<file path="src/rtl/demux3vec_buf.sv">
// demux3vec_buf: registered 1-to-3 vector demultiplexer.
// Routes one DEPTH-lane vector to writeback, store path or forwarding
// network. Each destination owns a one-entry holding register with a
// valid/ready handshake, so one stalled consumer never blocks the other two.
// Select value 3 is illegal: the vector is accepted and dropped, and the
// event is recorded in a sticky flag and a saturating 8-bit counter.
module demux3vec_buf #(
  parameter int WIDTH = 32,
  parameter int DEPTH = 4
) (
  input  logic             clk,
  input  logic             rst_n,
  input  logic             in_valid,
  output logic             in_ready,
  input  logic [1:0]       in_sel,
  input  logic [WIDTH-1:0] in_data   [0:DEPTH-1],
  output logic             out0_valid,
  input  logic             out0_ready,
  output logic [WIDTH-1:0] out0_data [0:DEPTH-1],
  output logic             out1_valid,
  input  logic             out1_ready,
  output logic [WIDTH-1:0] out1_data [0:DEPTH-1],
  output logic             out2_valid,
  input  logic             out2_ready,
  output logic [WIDTH-1:0] out2_data [0:DEPTH-1],
  output logic             err_sel,
  output logic [7:0]       drop_cnt
);

  localparam int NSLOT = 3;
  localparam logic [1:0] SEL_ILLEGAL = 2'd3;

  typedef logic [WIDTH-1:0] lanes_t [0:DEPTH-1];

  logic [NSLOT-1:0] valid_q, valid_d;
  lanes_t           data_q [NSLOT];
  lanes_t           data_d [NSLOT];
  logic             err_q, err_d;
  logic [7:0]       drop_q, drop_d;

  logic [NSLOT-1:0] out_ready;
  logic [NSLOT-1:0] drain;
  logic [NSLOT-1:0] fill;
  logic             fire;
  logic             illegal;

  assign out_ready = {out2_ready, out1_ready, out0_ready};
  assign drain     = valid_q & out_ready;
  assign fire      = in_valid & in_ready;
  assign illegal   = fire & (in_sel == SEL_ILLEGAL);

  // Accept when the selected slot is empty or being drained this cycle;
  // illegal selects are always accepted so the source never deadlocks.
  always_comb begin
    // NOTE: every combinational output gets a default first so no path leaves it unassigned (no latch).
    in_ready = 1'b1;
    case (in_sel)
      2'd0:    in_ready = ~valid_q[0] | out_ready[0];
      2'd1:    in_ready = ~valid_q[1] | out_ready[1];
      2'd2:    in_ready = ~valid_q[2] | out_ready[2];
      default: in_ready = 1'b1;
    endcase
  end

  // Per-slot next state: a fill wins over a drain (pass-through), a drain
  // alone empties the slot but leaves its data untouched.
  always_comb begin
    for (int k = 0; k < NSLOT; k++) begin
      fill[k]    = fire && (in_sel == 2'(k));
      valid_d[k] = fill[k] | (valid_q[k] & ~drain[k]);
      data_d[k]  = data_q[k];
      if (fill[k]) begin
        data_d[k] = in_data;
      end
    end
  end

  // Illegal-select bookkeeping: sticky flag and counter saturating at 255.
  always_comb begin
    err_d  = err_q | illegal;
    drop_d = drop_q;
    if (illegal && (drop_q != 8'hFF)) begin
      drop_d = drop_q + 8'd1;
    end
  end

  // State registers; reset clears flags and every held lane.
  always_ff @(posedge clk or negedge rst_n) begin
    if (!rst_n) begin
      // NOTE: sequential state uses non-blocking assignments so all flops update together at the edge.
      valid_q <= '0;
      err_q   <= 1'b0;
      drop_q  <= '0;
      // NOTE: the holding registers are visible outputs that must read zero in reset, so each lane is cleared explicitly.
      for (int k = 0; k < NSLOT; k++) begin
        for (int l = 0; l < DEPTH; l++) begin
          data_q[k][l] <= '0;
        end
      end
    end else begin
      valid_q <= valid_d;
      err_q   <= err_d;
      drop_q  <= drop_d;
      for (int k = 0; k < NSLOT; k++) begin
        data_q[k] <= data_d[k];
      end
    end
  end

  assign out0_valid = valid_q[0];
  assign out1_valid = valid_q[1];
  assign out2_valid = valid_q[2];
  assign out0_data  = data_q[0];
  assign out1_data  = data_q[1];
  assign out2_data  = data_q[2];
  assign err_sel    = err_q;
  assign drop_cnt   = drop_q;

endmodule

</file>
<file path="config.mk">
export PLATFORM = sky130hd
export DESIGN_NAME = demux3vec_buf
export DESIGN_NICKNAME = d
export VERILOG_FILES = /design/src/rtl/demux3vec_buf.sv
export SDC_FILE = /design/constraint.sdc
export NUM_CORES = 1
export LEC_CHECK = 0
export BUFFER_PORTS_ARGS = -buffer_cell sky130_fd_sc_hd__buf_2
export CAP_MARGIN = 40
export CORE_AREA = 2 2 209 211
export CTS_BUF_LIST = sky130_fd_sc_hd__clkbuf_4
export DETAILED_ROUTE_END_ITERATION = 7
export DIE_AREA = 0 0 211 213
export PLACE_DENSITY = 0.59
export SETUP_SLACK_MARGIN = 0.4
export SLEW_MARGIN = 0
export SYNTH_ARGS = -nofsm -noshare
export SYNTH_HDL_FRONTEND = slang
export SYNTH_SLANG_ARGS = --single-unit
</file>
<file path="constraint.sdc">
create_clock -name clk -period 1.65 [get_ports clk]
set_input_delay 0.33 -clock clk [delete_from_list [all_inputs] [get_ports clk]]
set_output_delay 0.33 -clock clk [all_outputs]
set_load 0.01 [all_outputs]
</file>
==> impl_results.md <==
- Max Fclk: 0.478 GHz
- Post-Syn Nets: 1006
- Crit path DAT: 2.79 ns
- VDD IR max: 0.893 mV
- Layout cells sized above 1: 0.718
- Setup TNS: -124.99 ns
- Pre-CTS setup slack: -0.143 ns
- Die W: 211 µm
- First-pass GRT wire length: 71600 µm
- DRT Pass-1 Iters: 4
- Relative slew slack: 0.592
- DR WL/cell: 22.1 µm
- Final setup vio count: 779
- Final WL: 56900 µm
- Initial antenna violation count: 1
- Max Buffers Root-to-Sink: 3
- Port-buffer cells: 532
- CTS Sinks: 396
- Crit Path Class: reg -> reg
- Post-placement cell count: 1971
- Syn Area/Cell: 17.1 µm²
- Reg area: 9910 µm²
- Worst-path clk slew: 0.07 ns
- Clock latency on the worst-skew pair: 0.84 ns
- Post-Synthesis Cells: 869
- Total leakage power: 0.0140 µW
- Total number of vias: 12200
- Row Count: 76
- Detailed Place HPWL: 30300 µm
- Fin nets: 2094
- GRT overflow: 0
- Setup Skew: 0.0322 ns
- Max-Cap Viols: 0
- Hold slack: -0.0151 ns
- IO Count: 533
- DR iter-0 viols: 466
- Hold path cells: 5
- HP Class: in -> reg
- Fin. Hold Viols: 1
- GRT Total Usage: 0.209
- Worst hold path endpoint: valid_q[1]
- P&R area growth vs syn: 85.7%
- Die area: 44900 µm²
- Final Max Slew Viols: 0
- Post-synthesis sequential area ratio: 0.666
- Final Cycle Share: 1.27
- Worst-Margin Slew: 0.610 ns
- Worst Reg2Reg Path Length in Cells: 10
- Run status: complete, but fails checks
- Critical path startpoint category: flop
- Netlist cell types: 24
- Failing checks: negative hold slack, negative setup slack
- Worst-path maximum fanout: 7
- YS warnings: 0
- Gp weighted congestion: 0.821
- Reg2reg start: valid_q[0]
- Layout Utilization: 0.647
- Vias in the first global route: 12200
- Fill cell count: 2933
- ANT nets after route: 0
- TritonCTS clock tree: built
- Residual DRC: 0
- Final worst path period need: 2.09 ns
- Largest net degree at the start of global routing: 63
- Crit end category: flop
- Layout Cells excl Fill: 2576
- Via/cell ratio: 4.75
- H-tree depth: 3
- Setup crit start: valid_q[0]
- Final WS setup: -0.442 ns
- Hold Crit Start: out1_ready
- Initial Utilization: 0.348
- Power per cell area: 1220 nW/µm²
- CTS root buffer: clkbuf_4
- Reg2reg end: out0_data[52]
- #FFs+latches synth: 396
- Critical Path RT: 2.35 ns
- Synth Cell Area: 14900 µm²
- Die H: 213 µm
- Footprint of the multi-input gates: 6140 µm²
- RSZ-0062 raised after global routing: true
- Core area: 42700 µm²
- CTS Buf Count: 102
- FF-to-FF setup slack: -0.44 ns
==> cells in the final DEF (no fill, tap or decap), types with 2 or more instances in the layout <==
cell type      count
and3_4             2
nand2_1            7
buf_16            22
buf_8             24
buf_6            236
clkinv_2           5
xnor2_1            2
nor2_1             3
nand2b_1           3
mux2_2             2
nor3b_4            2
bufinv_16          2
clkinv_1          14
dfrtp_1          394
dfrtp_2            2
buf_12            36
clkbuf_4         154
mux2i_1            2
clkbuf_16         22
buf_2            327
dlygate4sd3_1    134
o21ai_0            2
o21ai_1            2
nand4_1            4
mux2_4           386
buf_4            227
==> worst max path at each step <==
| stage | end | cells after the start | slack (ns) |
|---|---|---|---|
| floorplan | out0_data[0] | 5 | 0.17 |
| global placement | out0_data[88] | 6 | -0.14 |
| detailed placement | out0_data[42] | 6 | -0.14 |
| CTS | in_ready | 4 | -0.42 |
| global route | in_ready | 4 | -0.55 |
| finish | out0_data[52] | 10 | -0.44 |
==> cell usage after synthesis <==
library cell / number / share of area
dfrtp_1: 396 / 0.67
mux2_2: 388 / 0.29
buf_2: 16 / 0.0054
buf_4: 15 / 0.0076
buf_6: 12 / 0.0091
nand2_1: 7 / 0.0018
o21ai_0: 5 / 0.0017
nand2b_1: 4 / 0.0017
nand4_1: 4 / 0.0017
nor2_1: 3 / 0.00076
and3_1: 2 / 0.00084
mux2i_1: 2 / 0.0013
nand3_1: 2 / 0.00067
nor3b_2: 2 / 0.0017
xnor2_1: 2 / 0.0012
a21oi_1: 1 / 0.00034
clkbuf_1: 1 / 0.00025
ha_1: 1 / 0.00084
inv_1: 1 / 0.00025
nand4b_1: 1 / 0.00059
nor4b_1: 1 / 0.00059
o2111a_1: 1 / 0.00076
o211ai_1: 1 / 0.00050
or2_2: 1 / 0.00042
==> sequential cells by signal, indices dropped and copies added, names as in the netlist <==
| name | flops |
|---|---|
| valid_q | 3 |
| err_sel | 1 |
| drop_cnt | 8 |
| out1_data | 128 |
| out0_data | 128 |
| out2_data | 128 |
==> power by group <==
| part | internal (µW) | switching [µW] | leakage (µW) |
|---|---|---|---|
| sequential | 11800 | 1450 | 0.00469 |
| clock | 4530 | 4180 | 0.000783 |
| combinational | 7550 | 4330 | 0.00856 |
| total | 23900 | 9960 | 0.0140 |
==> metal layers <==
layer,global-route usage,vias up,part of all wire
li1,-,5316,-
met1,0.237,6295,0.39
met2,0.356,495,0.50
met3,0.0728,129,0.071
met4,0.0962,0,0.036
met5,0,-,0
==> per-stage QoR <==
step	instance area, µm²	power, µW
2_1_floorplan	15200	16200
3_3_place_gp	18900	19600
3_5_place_dp	18900	19700
4_1_cts	24400	31100
5_1_grt	27600	35400
6_report	27600	33800
==> layout make-up <==
cell class	count	area share
antenna	1	0.0000906
clock buffer	154	0.0419
clock inverter	22	0.00512
inverter	1	0.000136
multi-input combinational	428	0.222
sequential	396	0.359
tap	546	0.0247
timing repair buffer	1028	0.347
==> cells by family after synthesis <==
logic type	count (synthesis)	synth area share
simple gates	27	0.0107
fa+ha+maj	1	0.000841
compound gates	8	0.00328
xor+xnor	2	0.00118
flops	396	0.666
mux	390	0.295
buf+inv	45	0.0225
==> what timing repair did <==
action,in CTS,in global routing
buffers inserted,96,157
setup endpoints to repair,787,805
gates cloned,15,25
hold buffers,134,1
resized for setup,398,349
endpoints found under the hold margin,785,11
pin swaps,0,10
==> critical path: stages (launching register included) <==
cell and delay (ns):
dfrtp_1 0.38, nand2b_1 0.11, buf_4 0.13, buf_6 0.09, buf_6 0.08, buf_6 0.08
nor3b_4 0.25, buf_6 0.17, buf_12 0.16, clkbuf_16 0.18, mux2_4 0.30
Note: power is estimated with default switching activity, not from simulation.
